## src/rtl/dec_ctrl_hazard_pkg.sv

```systemverilog
// rtl/dec_ctrl_hazard_pkg.sv - opcode/funct constants, ALU and branch encodings, tracker entry type
package dec_ctrl_hazard_pkg;

    localparam logic [5:0] OP_RTYPE = 6'h00;
    localparam logic [5:0] OP_J     = 6'h02;
    localparam logic [5:0] OP_BEQ   = 6'h04;
    localparam logic [5:0] OP_BNE   = 6'h05;
    localparam logic [5:0] OP_ADDI  = 6'h08;
    localparam logic [5:0] OP_ADDIU = 6'h09;
    localparam logic [5:0] OP_SLTI  = 6'h0A;
    localparam logic [5:0] OP_SLTIU = 6'h0B;
    localparam logic [5:0] OP_ANDI  = 6'h0C;
    localparam logic [5:0] OP_ORI   = 6'h0D;
    localparam logic [5:0] OP_XORI  = 6'h0E;
    localparam logic [5:0] OP_LUI   = 6'h0F;
    localparam logic [5:0] OP_LB    = 6'h20;
    localparam logic [5:0] OP_LW    = 6'h23;
    localparam logic [5:0] OP_SB    = 6'h28;
    localparam logic [5:0] OP_SW    = 6'h2B;

    localparam logic [5:0] FN_SLL  = 6'h00;
    localparam logic [5:0] FN_SRL  = 6'h02;
    localparam logic [5:0] FN_SRA  = 6'h03;
    localparam logic [5:0] FN_SLLV = 6'h04;
    localparam logic [5:0] FN_SRLV = 6'h06;
    localparam logic [5:0] FN_SRAV = 6'h07;
    localparam logic [5:0] FN_JR   = 6'h08;
    localparam logic [5:0] FN_ADD  = 6'h20;
    localparam logic [5:0] FN_ADDU = 6'h21;
    localparam logic [5:0] FN_SUB  = 6'h22;
    localparam logic [5:0] FN_SUBU = 6'h23;
    localparam logic [5:0] FN_AND  = 6'h24;
    localparam logic [5:0] FN_OR   = 6'h25;
    localparam logic [5:0] FN_XOR  = 6'h26;
    localparam logic [5:0] FN_NOR  = 6'h27;
    localparam logic [5:0] FN_SLT  = 6'h2A;
    localparam logic [5:0] FN_SLTU = 6'h2B;

    typedef enum logic [4:0] {
        ALU_ADD  = 5'd0,
        ALU_SUB  = 5'd1,
        ALU_AND  = 5'd2,
        ALU_OR   = 5'd3,
        ALU_XOR  = 5'd4,
        ALU_NOR  = 5'd5,
        ALU_SLT  = 5'd6,
        ALU_SLTU = 5'd7,
        ALU_SLL  = 5'd8,
        ALU_SRL  = 5'd9,
        ALU_SRA  = 5'd10,
        ALU_LUI  = 5'd11
    } alu_op_e;

    typedef enum logic [3:0] {
        BR_NONE = 4'd0,
        BR_BEQ  = 4'd1,
        BR_BNE  = 4'd2,
        BR_J    = 4'd3,
        BR_JR   = 4'd4
    } br_op_e;

    typedef struct packed {
        logic       we;
        logic [4:0] wra;
        logic       is_load;
    } dst_t;

endpackage

```

## src/rtl/dec_ctrl_hazard_if.sv

```systemverilog
// rtl/dec_ctrl_hazard_if.sv - decode-stage bus between IF/ID, register file and ID/EX
interface dec_ctrl_hazard_if;
    logic [31:0] i_inst;
    logic [31:0] i_rd1;
    logic [31:0] i_rd2;
    logic [31:0] i_aluOutE;
    logic [31:0] i_rstM;
    logic [31:0] i_rstW;
    logic        o_regWe;
    logic        o_dMemWe;
    logic        o_sWRD;
    logic        o_sA;
    logic        o_sB;
    logic        o_sByte;
    logic [4:0]  o_aluOP;
    logic [3:0]  o_brOP;
    logic [4:0]  o_WRA;
    logic [31:0] o_num;
    logic [25:0] o_targetPC;
    logic [31:0] o_rd1;
    logic [31:0] o_rd2;
    logic        o_pause;

    modport master (
        output i_inst, i_rd1, i_rd2, i_aluOutE, i_rstM, i_rstW,
        input  o_regWe, o_dMemWe, o_sWRD, o_sA, o_sB, o_sByte, o_aluOP, o_brOP,
               o_WRA, o_num, o_targetPC, o_rd1, o_rd2, o_pause
    );

    modport slave (
        input  i_inst, i_rd1, i_rd2, i_aluOutE, i_rstM, i_rstW,
        output o_regWe, o_dMemWe, o_sWRD, o_sA, o_sB, o_sByte, o_aluOP, o_brOP,
               o_WRA, o_num, o_targetPC, o_rd1, o_rd2, o_pause
    );
endinterface

```

## src/rtl/dec_fwd_unit.sv

```systemverilog
// rtl/dec_fwd_unit.sv - E/M/W destination tracker, operand forwarding and load-use stall
module dec_fwd_unit
    import dec_ctrl_hazard_pkg::*;
(
    input  logic        clk,
    input  logic        rst,
    input  logic [4:0]  src1,
    input  logic [4:0]  src2,
    input  logic [31:0] rd1,
    input  logic [31:0] rd2,
    input  logic [31:0] alu_out_e,
    input  logic [31:0] rst_m,
    input  logic [31:0] rst_w,
    input  dst_t        dec_dst,
    output logic [31:0] fwd_rd1,
    output logic [31:0] fwd_rd2,
    output logic        pause
);

    dst_t st_e, st_m, st_w;

    always_ff @(posedge clk) begin
        if (rst) begin
            st_e <= '0;
            st_m <= '0;
            st_w <= '0;
        end else begin
            st_w <= st_m;
            st_m <= st_e;
            st_e <= pause ? '0 : dec_dst;
        end
    end

    // A load in EX has no result yet, so it falls through to older stages; the stall covers it.
    function automatic logic [31:0] pick(input logic [4:0] addr, input logic [31:0] rf,
                                         input dst_t e, input dst_t m, input dst_t w,
                                         input logic [31:0] ve, input logic [31:0] vm,
                                         input logic [31:0] vw);
        if (addr == 5'd0)                               return rf;
        if (e.we && e.wra == addr && !e.is_load)        return ve;
        if (m.we && m.wra == addr)                      return vm;
        if (w.we && w.wra == addr)                      return vw;
        return rf;
    endfunction

    always_comb begin
        fwd_rd1 = pick(src1, rd1, st_e, st_m, st_w, alu_out_e, rst_m, rst_w);
        fwd_rd2 = pick(src2, rd2, st_e, st_m, st_w, alu_out_e, rst_m, rst_w);
        pause   = st_e.we && st_e.is_load && (st_e.wra != 5'd0) &&
                  ((st_e.wra == src1) || (st_e.wra == src2));
    end

endmodule

```

## src/rtl/dec_ctrl_hazard.sv

```systemverilog
// rtl/dec_ctrl_hazard.sv - decode-stage control: instruction decode, immediate extension, hazards
module dec_ctrl_hazard
    import dec_ctrl_hazard_pkg::*;
(
    input  logic             clk,
    input  logic             rst,
    dec_ctrl_hazard_if.slave bus
);

    logic [5:0]  op, fn;
    logic [15:0] imm;
    logic        valid, reg_we, dmem_we, s_wrd, s_a, s_b, s_byte, use_shamt, zext, is_load;
    alu_op_e     alu;
    br_op_e      br;
    logic [4:0]  wra;
    logic [31:0] num;
    dst_t        dec_dst;

    assign op  = bus.i_inst[31:26];
    assign fn  = bus.i_inst[5:0];
    assign imm = bus.i_inst[15:0];

    always_comb begin
        valid = 1'b1; reg_we = 1'b0; dmem_we = 1'b0; s_wrd = 1'b0; s_a = 1'b0;
        s_b = 1'b0; s_byte = 1'b0; use_shamt = 1'b0; zext = 1'b0; is_load = 1'b0;
        alu = ALU_ADD; br = BR_NONE; wra = bus.i_inst[20:16];
        case (op)
            OP_RTYPE: begin
                wra    = bus.i_inst[15:11];
                reg_we = 1'b1;
                case (fn)
                    FN_ADD, FN_ADDU: alu = ALU_ADD;
                    FN_SUB, FN_SUBU: alu = ALU_SUB;
                    FN_AND:          alu = ALU_AND;
                    FN_OR:           alu = ALU_OR;
                    FN_XOR:          alu = ALU_XOR;
                    FN_NOR:          alu = ALU_NOR;
                    FN_SLT:          alu = ALU_SLT;
                    FN_SLTU:         alu = ALU_SLTU;
                    FN_SLLV:         alu = ALU_SLL;
                    FN_SRLV:         alu = ALU_SRL;
                    FN_SRAV:         alu = ALU_SRA;
                    FN_SLL: begin alu = ALU_SLL; s_a = 1'b1; use_shamt = 1'b1; end
                    FN_SRL: begin alu = ALU_SRL; s_a = 1'b1; use_shamt = 1'b1; end
                    FN_SRA: begin alu = ALU_SRA; s_a = 1'b1; use_shamt = 1'b1; end
                    FN_JR:  begin reg_we = 1'b0; br = BR_JR; end
                    default: valid = 1'b0;
                endcase
            end
            OP_J:     br = BR_J;
            OP_BEQ:   begin alu = ALU_SUB; br = BR_BEQ; end
            OP_BNE:   begin alu = ALU_SUB; br = BR_BNE; end
            OP_ADDI, OP_ADDIU: begin reg_we = 1'b1; s_b = 1'b1; end
            OP_SLTI:  begin reg_we = 1'b1; s_b = 1'b1; alu = ALU_SLT; end
            OP_SLTIU: begin reg_we = 1'b1; s_b = 1'b1; alu = ALU_SLTU; end
            OP_ANDI:  begin reg_we = 1'b1; s_b = 1'b1; alu = ALU_AND; zext = 1'b1; end
            OP_ORI:   begin reg_we = 1'b1; s_b = 1'b1; alu = ALU_OR;  zext = 1'b1; end
            OP_XORI:  begin reg_we = 1'b1; s_b = 1'b1; alu = ALU_XOR; zext = 1'b1; end
            OP_LUI:   begin reg_we = 1'b1; s_b = 1'b1; alu = ALU_LUI; zext = 1'b1; end
            OP_LW:    begin reg_we = 1'b1; s_b = 1'b1; s_wrd = 1'b1; is_load = 1'b1; end
            OP_LB:    begin reg_we = 1'b1; s_b = 1'b1; s_wrd = 1'b1; is_load = 1'b1; s_byte = 1'b1; end
            OP_SW:    begin dmem_we = 1'b1; s_b = 1'b1; end
            OP_SB:    begin dmem_we = 1'b1; s_b = 1'b1; s_byte = 1'b1; end
            default:  valid = 1'b0;
        endcase
    end

    always_comb begin
        if (use_shamt)  num = {27'b0, bus.i_inst[10:6]};
        else if (zext)  num = {16'b0, imm};
        else            num = {{16{imm[15]}}, imm};
    end

    // Unrecognised encodings collapse to a full NOP so nothing downstream acts on them.
    always_comb begin
        bus.o_regWe    = valid & reg_we;
        bus.o_dMemWe   = valid & dmem_we;
        bus.o_sWRD     = valid & s_wrd;
        bus.o_sA       = valid & s_a;
        bus.o_sB       = valid & s_b;
        bus.o_sByte    = valid & s_byte;
        bus.o_aluOP    = valid ? alu : ALU_ADD;
        bus.o_brOP     = valid ? br  : BR_NONE;
        bus.o_WRA      = valid ? wra : 5'd0;
        bus.o_num      = valid ? num : 32'd0;
        bus.o_targetPC = bus.i_inst[25:0];
        dec_dst.we      = valid & reg_we;
        dec_dst.wra     = valid ? wra : 5'd0;
        dec_dst.is_load = valid & is_load;
    end

    dec_fwd_unit u_fwd (
        .clk       (clk),
        .rst       (rst),
        .src1      (bus.i_inst[25:21]),
        .src2      (bus.i_inst[20:16]),
        .rd1       (bus.i_rd1),
        .rd2       (bus.i_rd2),
        .alu_out_e (bus.i_aluOutE),
        .rst_m     (bus.i_rstM),
        .rst_w     (bus.i_rstW),
        .dec_dst   (dec_dst),
        .fwd_rd1   (bus.o_rd1),
        .fwd_rd2   (bus.o_rd2),
        .pause     (bus.o_pause)
    );

endmodule

```

## src/flat_wrapper.sv

```systemverilog
// flat-port wrapper written by rule: the top's interface ports become plain ports
module dec_ctrl_hazard_flat import dec_ctrl_hazard_pkg::*;
  (clk, rst, bus_i_inst, bus_i_rd1, bus_i_rd2, bus_i_aluOutE, bus_i_rstM, bus_i_rstW, bus_o_regWe, bus_o_dMemWe, bus_o_sWRD, bus_o_sA, bus_o_sB, bus_o_sByte, bus_o_aluOP, bus_o_brOP, bus_o_WRA, bus_o_num, bus_o_targetPC, bus_o_rd1, bus_o_rd2, bus_o_pause);
  dec_ctrl_hazard_if bus_i ();
  input  logic clk;
  input  logic rst;
  input wire logic [$bits(bus_i.i_inst)-1:0] bus_i_inst;
  input wire logic [$bits(bus_i.i_rd1)-1:0] bus_i_rd1;
  input wire logic [$bits(bus_i.i_rd2)-1:0] bus_i_rd2;
  input wire logic [$bits(bus_i.i_aluOutE)-1:0] bus_i_aluOutE;
  input wire logic [$bits(bus_i.i_rstM)-1:0] bus_i_rstM;
  input wire logic [$bits(bus_i.i_rstW)-1:0] bus_i_rstW;
  output wire logic [$bits(bus_i.o_regWe)-1:0] bus_o_regWe;
  output wire logic [$bits(bus_i.o_dMemWe)-1:0] bus_o_dMemWe;
  output wire logic [$bits(bus_i.o_sWRD)-1:0] bus_o_sWRD;
  output wire logic [$bits(bus_i.o_sA)-1:0] bus_o_sA;
  output wire logic [$bits(bus_i.o_sB)-1:0] bus_o_sB;
  output wire logic [$bits(bus_i.o_sByte)-1:0] bus_o_sByte;
  output wire logic [$bits(bus_i.o_aluOP)-1:0] bus_o_aluOP;
  output wire logic [$bits(bus_i.o_brOP)-1:0] bus_o_brOP;
  output wire logic [$bits(bus_i.o_WRA)-1:0] bus_o_WRA;
  output wire logic [$bits(bus_i.o_num)-1:0] bus_o_num;
  output wire logic [$bits(bus_i.o_targetPC)-1:0] bus_o_targetPC;
  output wire logic [$bits(bus_i.o_rd1)-1:0] bus_o_rd1;
  output wire logic [$bits(bus_i.o_rd2)-1:0] bus_o_rd2;
  output wire logic [$bits(bus_i.o_pause)-1:0] bus_o_pause;
  assign bus_i.i_inst = bus_i_inst;
  assign bus_i.i_rd1 = bus_i_rd1;
  assign bus_i.i_rd2 = bus_i_rd2;
  assign bus_i.i_aluOutE = bus_i_aluOutE;
  assign bus_i.i_rstM = bus_i_rstM;
  assign bus_i.i_rstW = bus_i_rstW;
  assign bus_o_regWe = bus_i.o_regWe;
  assign bus_o_dMemWe = bus_i.o_dMemWe;
  assign bus_o_sWRD = bus_i.o_sWRD;
  assign bus_o_sA = bus_i.o_sA;
  assign bus_o_sB = bus_i.o_sB;
  assign bus_o_sByte = bus_i.o_sByte;
  assign bus_o_aluOP = bus_i.o_aluOP;
  assign bus_o_brOP = bus_i.o_brOP;
  assign bus_o_WRA = bus_i.o_WRA;
  assign bus_o_num = bus_i.o_num;
  assign bus_o_targetPC = bus_i.o_targetPC;
  assign bus_o_rd1 = bus_i.o_rd1;
  assign bus_o_rd2 = bus_i.o_rd2;
  assign bus_o_pause = bus_i.o_pause;
  dec_ctrl_hazard u_core (.clk(clk), .rst(rst), .bus(bus_i));
endmodule
```

## config.mk

```make
export PLATFORM = sky130hd
export DESIGN_NAME = dec_ctrl_hazard_flat
export DESIGN_NICKNAME = d
export VERILOG_FILES = /design/src/rtl/dec_ctrl_hazard_pkg.sv /design/src/rtl/dec_ctrl_hazard_if.sv /design/src/rtl/dec_fwd_unit.sv /design/src/rtl/dec_ctrl_hazard.sv /design/src/flat_wrapper.sv
export SDC_FILE = /design/constraint.sdc
export NUM_CORES = 1
export LEC_CHECK = 0
export CORE_AREA = 8 8 126 128
export DETAILED_ROUTE_END_ITERATION = 8
export DIE_AREA = 0 0 134 136
export PLACE_DENSITY = 0.75
export SETUP_SLACK_MARGIN = 0.4
export SLEW_MARGIN = 20
export SYNTH_ARGS = -nofsm -noshare
export SYNTH_HDL_FRONTEND = slang
export SYNTH_SLANG_ARGS = --single-unit
```

## constraint.sdc

```tcl
create_clock -name clk -period 5.3 [get_ports clk]
set_clock_uncertainty 0.15 [all_clocks]
set_input_delay 1.06 -clock clk [delete_from_list [all_inputs] [get_ports clk]]
set_output_delay 1.06 -clock clk [all_outputs]
set_load 0.02 [all_outputs]
```

; After elaboration in Yosys (flattened, before gate mapping)
; Cells that the tools add are included.
[totals]
register_bits = 19
latch_bits = 0
ram_bits = 0
mem_bits_ro = 0
inputBits = 194
output_inout_bits = 143
elab_cells = 141
mem_count = 0
[classes]
add_sub_neg = 0
multipliers = 0
div_mod_pow = 0
n_lt_le_gt_ge = 0
n_eq_ne = 37
shifts = 0
muxes = 58
bitwise = 6
n_reduce_logical = 33
[ops]
columns = cell, count
row1 = $mux W32, 19
row2 = $eq A6 B6 Y1 const B, 14
row3 = $eq A6 B4 Y1 const B, 9
row4 = $pmux W4 S10, 1
row5 = $pmux W5 S8, 1
row6 = $eq A5 B5 Y1, 6
row7 = $eq A6 B3 Y1 const B, 5
row8 = $mux W1, 29
row9 = $eq A6 B2 Y1 const B, 3
row10 = $reduce_or A2 Y1, 9
row11 = $reduce_or A17 Y1, 1
row12 = $pmux W4 S4, 1
row13 = $mux W5, 3
row14 = $reduce_or A15 Y1, 1
row15 = $logic_not A6 Y1, 2
row16 = $reduce_or A12 Y1, 1
row17 = $logic_and A1 B1 Y1, 11
row18 = $logic_not A5 Y1, 2
row19 = $reduce_or A10 Y1, 1
row20 = $and A1 B1 Y1, 6
row21 = $reduce_bool A5 Y1, 1
row22 = $mux W4, 1
row23 = $pmux W1 S2, 2
row24 = $reduce_or A4 Y1, 1
row25 = other kinds (4), 4

; Depth between registers and ports, before layout
[logic_depth]
depth_word = 14
ltp_mapped = 8
depth_no_buf = 6

; Modules after synthesis
; A second synthesis with hierarchy kept.
[unflattened]
hier_cells = 590
area_unflattened_um2 = 4351.7
[modules_own_cells]
columns = mod, n_inst, cells_per_inst, area_each_um2, seq_area_each_um2
row1 = dec_fwd_unit, 1, 418, 3238.1, 380.4
row2 = dec_ctrl_hazard, 1, 172, 1113.6, 0.0

; Worst setup path before layout
; Ideal clock, no wire load.
[synth_timing]
path_type = input-to-output
from = input bus_i_inst[31]
to = output bus_o_num[17]
arrival_ns = 3.647
required_ns = 4.090
setup_slack_ns = 0.443
stages = 6
path_buffers = 2
path_cell_list = or3_4 -> and2b_1 -> clkbuf_1 -> a21oi_1 -> nor3_1 -> buf_4
[synth_between]
elab_chain_cells = 6
elab_cells_between_ends = 24
cone_classes = eq/ne: 15 / mux: 6 / reduce/logical: 3
[synth_rtl]
columns = item, line
row1 = "start, declared", flat_wrapper.sv:7  ; input wire logic [$bits(bus_i.i_inst)-1:0] bus_i_inst;
row2 = $eq A6 B4 Y1, dec_ctrl_hazard.sv:27  ; case (op)
row3 = $reduce_or A4 Y1 (no source line), --
row4 = $mux W1, dec_ctrl_hazard.sv:27
row5 = $mux W32, dec_ctrl_hazard.sv:70  ; else if (zext) num = {16'b0, imm};
row6 = $mux W32, dec_ctrl_hazard.sv:69  ; if (use_shamt) num = {27'b0, bus.i_inst[10:6]};
row7 = $mux W32 (*), dec_ctrl_hazard.sv:85  ; bus.o_num = valid ? num : 32'd0;
row8 = "end, declared", flat_wrapper.sv:22  ; output wire logic [$bits(bus_i.o_num)-1:0] bus_o_num;
; Every way passes the cells marked *; elsewhere a longest branch is shown, timed or not.

; Worst setup path in the final report
[layout_timing]
from = input bus_i_inst[31]
to = output bus_o_num[12]
[layout_between]
elab_chain_cells = 4
elab_cells_between_ends = 21
cone_classes = eq/ne: 15 / mux: 4 / reduce/logical: 2
[layout_rtl]
columns = item, line
row1 = "$eq A6 B4 Y1, or another cell as far along", dec_ctrl_hazard.sv:27
row2 = $reduce_or A15 Y1 (no source line) or $mux W1 (tied branches), --
row3 = $pmux W1 S2 or $mux W32 (tied branches), "dec_ctrl_hazard.sv:27, dec_ctrl_hazard.sv:69"
row4 = $mux W32 (*), dec_ctrl_hazard.sv:85
; Marks and branches as above.

==> run_results.csv <==
group,metric,value,unit
status,outcome,"finished, final reports clean",
placement,io_buffers,334,
detailed_routing,drtPass1Iterations,6,
worst_setup_path,path_max_fanout,13,
worst_setup_path,path_class,"in2out",
placement,hpwl,20640,um
clock_network,clock_latency,0.25,ns
detailed_routing,topRoutingLayerUsed,"met4",
worst_setup_path,reg2regPathDepth,6,
global_route,grt_first_pass_wirelength,40650,um
worst_setup_path,regToRegEndpoint,"u_core.u_fwd.st_e[2]",
timing,min_period,4.836,ns
timing,hold_viol,0,
cells_and_area,area_growth,79.35,%
synth,yosys_warnings,0,
synth,syn_area_per_cell,6.334,um2
detailed_routing,wl_met2,12930,um
worst_hold_path,holdPathEnd,"u_core.u_fwd.st_m[6]",
global_route,antenna_found_initial,0,
floorplan,initial_core_util,0.3199,
clock_network,cts_sinks,19,
timing,drv_slew,0,
synth,synth_top_area_share,0.1268,
synth,synthTopCellsByArea,"a221oi_1, o31ai_1, nor4_1",
cells_and_area,fin_cells,1155,
floorplan,ios,337,
worst_setup_path,max_stage_delay,0.55,ns
synth,synth-seq-area-share,0.08470,
cells_and_area,layout-drive-gt1-share,0.06900,
floorplan,core,14040,um2
worst_setup_path,crit_chain,"clkdlybuf4s50_1 > or3_4 > or3b_4 > or3_4 > and3_1 > clkdlybuf4s50_1",
clock_network,clockBufferDepth,2,
clock_network,clk_pin_slew,0.06,ns
timing,relSlewSlack,0.3635,
synth,synth_edf_count,0,
floorplan,die_h,136,um
worst_setup_path,crit_required,4.09,ns
global_route,grt_max_degree,41,
power,leakage,3.260,nW
detailed_routing,met1_length,10100,um
worst_hold_path,hold_class,"reg2reg",
worst_setup_path,path_delay_family,"simple AND/OR/NAND/NOR gates",
clock_network,numCtsBuffers,3,
clock_network,ctsHoldBuffers,0,
detailed_routing,ant_nets,0,
run,drv_cap,0,
floorplan,fp.dieW,134,um
worst_setup_path,path_buf_inv,2,
detailed_routing,dr_wl_met3,3420,um
timing,worst_pin_slew,0.9528,ns
placement,dp_cells,1151,
worst_setup_path,end_kind,"primary output",
power,p_per_area,105.3,nW/um2
worst_setup_path,r2r_slack,3.25,ns
clock_network,cts_setup_buffers,0,
worst_hold_path,whs_path_depth,1,
clock_network,htreeDepth,1,
placement,place_area,7855,um2
clock_network,cts-root-buf,"clkbuf_16",
synth,ys_seq_elements,19,
detailed_routing,drt_iter0_drc,810,
worst_setup_path,slowest_stage,"clkdlybuf4s50_1",
synth,synth_cell_types,46,
timing,finalCritPeriodShare,0.9125,
global_route,overflow,0,
detailed_routing,viasPerCell,6.028,
cells_and_area,antennaDiodeCount,0,
synth,synth_area,4491,um2
timing,fin_setup_tns,0,ns
global_route,first_global_vias,6894,
worst_setup_path,critPathLaunchType,"input pin",
cells_and_area,final_util,0.5737,
detailed_routing,routed-via-count,6962,
synth,synth.largest_area_cell,"a221oi_1",
synth,synth_cells,709,
timing,fmax,206.8,MHz
timing,rsz0062_at_grt,"no",
worst_setup_path,r2r-start,"u_core.u_fwd.st_e[2]",
synth,ys_async_sr_fraction,0,
detailed_routing,wl,27440,um
cells_and_area,mostFrequentLayoutCells,"clkdlybuf4s50_1, nor2_1, a21oi_1, nor4_1, a221oi_1",
timing,finalSetupViolations,0,
cells_and_area,nets,1166,
synth,synth_ff_type,"dfxtp_1",
cells_and_area,final_area,8054,um2
floorplan,placement_rows,44,
worst_setup_path,critPathArrivalTime,3.63,ns
worst_hold_path,hold_start,"u_core.u_fwd.st_e[6]",
detailed_routing,drc,0,
cells_and_area,layout_commonest_cell,"clkdlybuf4s50_1",
global_route,grt_usage,0.2791,
placement,routabilityCongestion,0.9802,
power,total_power,848.3,uW
clock_network,cts_tree,"built",
detailed_routing,avgRoutedWirePerCell,23.76,um
floorplan,die-area,18220,um2
power,vdd_ir_drop_max,0.00009355,V
-- worst max path at each step --
stage / cells after the start / end / start
after floorplan: 6 / bus_o_num[17] / bus_i_inst[31]
after global placement: 8 / bus_o_num[1] / bus_i_inst[31]
after detailed placement: 8 / bus_o_num[1] / bus_i_inst[31]
after CTS: 9 / bus_o_rd2[27] / bus_i_inst[18]
after global routing: 9 / bus_o_rd1[22] / bus_i_inst[22]
final: 6 / bus_o_num[12] / bus_i_inst[31]
-- metrics by stage --
| step | hold slack [ns] | worst slack, ns |
|---|---|---|
| after CTS | 0.3306 | 0.4001 |
| after floorplan | 0.3027 | 0.4431 |
| after global routing | 0.3563 | 0.4018 |
| final | 0.3296 | 0.4639 |
| after global placement | 0.3228 | 0.3483 |
| after detailed placement | 0.3226 | 0.3235 |
-- report_power, final --
group	switching, mW	internal (mW)
Combinational	0.265	0.280
Clock	0.0535	0.102
Sequential	0.00258	0.145
-- metal layers --
metal | global-route usage | vias to the layer above
li1 | - | 3168
met1 | 0.3212 | 3187
met2 | 0.4756 | 540
met3 | 0.08463 | 67
met4 | 0.1104 | 0
met5 | 0 | -
-- cell families (layout without fill, tap and decap cells) --
logic type	Yosys count	count (layout)	synth area share
AND/OR/NAND/NOR	296	296	0.3394
AO/OA/AOI/OAI	230	230	0.3580
buffers and inverters	129	390	0.1505
XOR/XNOR	33	33	0.06436
flip-flops	19	19	0.08470
other	1	2	0.0008351
multiplexers	1	1	0.002229
-- area by class of cell --
type / instances / area [um2]
clock buffer: 3 / 75.07
inverter: 7 / 27.53
fill: 1364 / 5984
clock inverter: 1 / 7.507
sequential: 19 / 380.4
tap: 184 / 230.2
timing repair buffer: 379 / 3831
multi-input combinational: 562 / 3502
-- state kept, by name, indices dropped and copies added (netlist names) --
name and flops:
u_core.u_fwd.st_m 6, u_core.u_fwd.st_e 7, u_core.u_fwd.st_w 6
-- synth_stat cells (4+ instances only) --
library cell,count
a221oi_1,65
nor2b_1,15
a21oi_1,73
o22ai_1,4
and2_1,33
nand3_1,11
xor2_1,9
a22oi_1,6
o21ai_0,6
nor3_1,8
clkbuf_1,60
o31ai_1,64
nand2_1,47
nor4_1,67
buf_4,43
nor2_1,87
and3_1,13
inv_1,6
buf_2,16
dfxtp_1,19
xnor2_1,24
-- worst register-to-register path: cells and delay by family (launching register included) --
kind / cells / cell delay [ns]
XOR/XNOR: 1 / 0.15
AO/OA/AOI/OAI: 2 / 0.69
buffers and inverters: 1 / 0.29
AND/OR/NAND/NOR: 2 / 0.23
flip-flops: 1 / 0.42
-- repair_timing --
| action | 4_1_cts | 5_1_grt |
|---|---|---|
| endpoints found under the setup margin | 34 | 51 |
| pin swaps | 0 | 0 |
| hold endpoints to repair | 0 | 0 |
| gates resized for setup | 35 | 52 |
No activity file was read; power rests on OpenSTA's default activity.
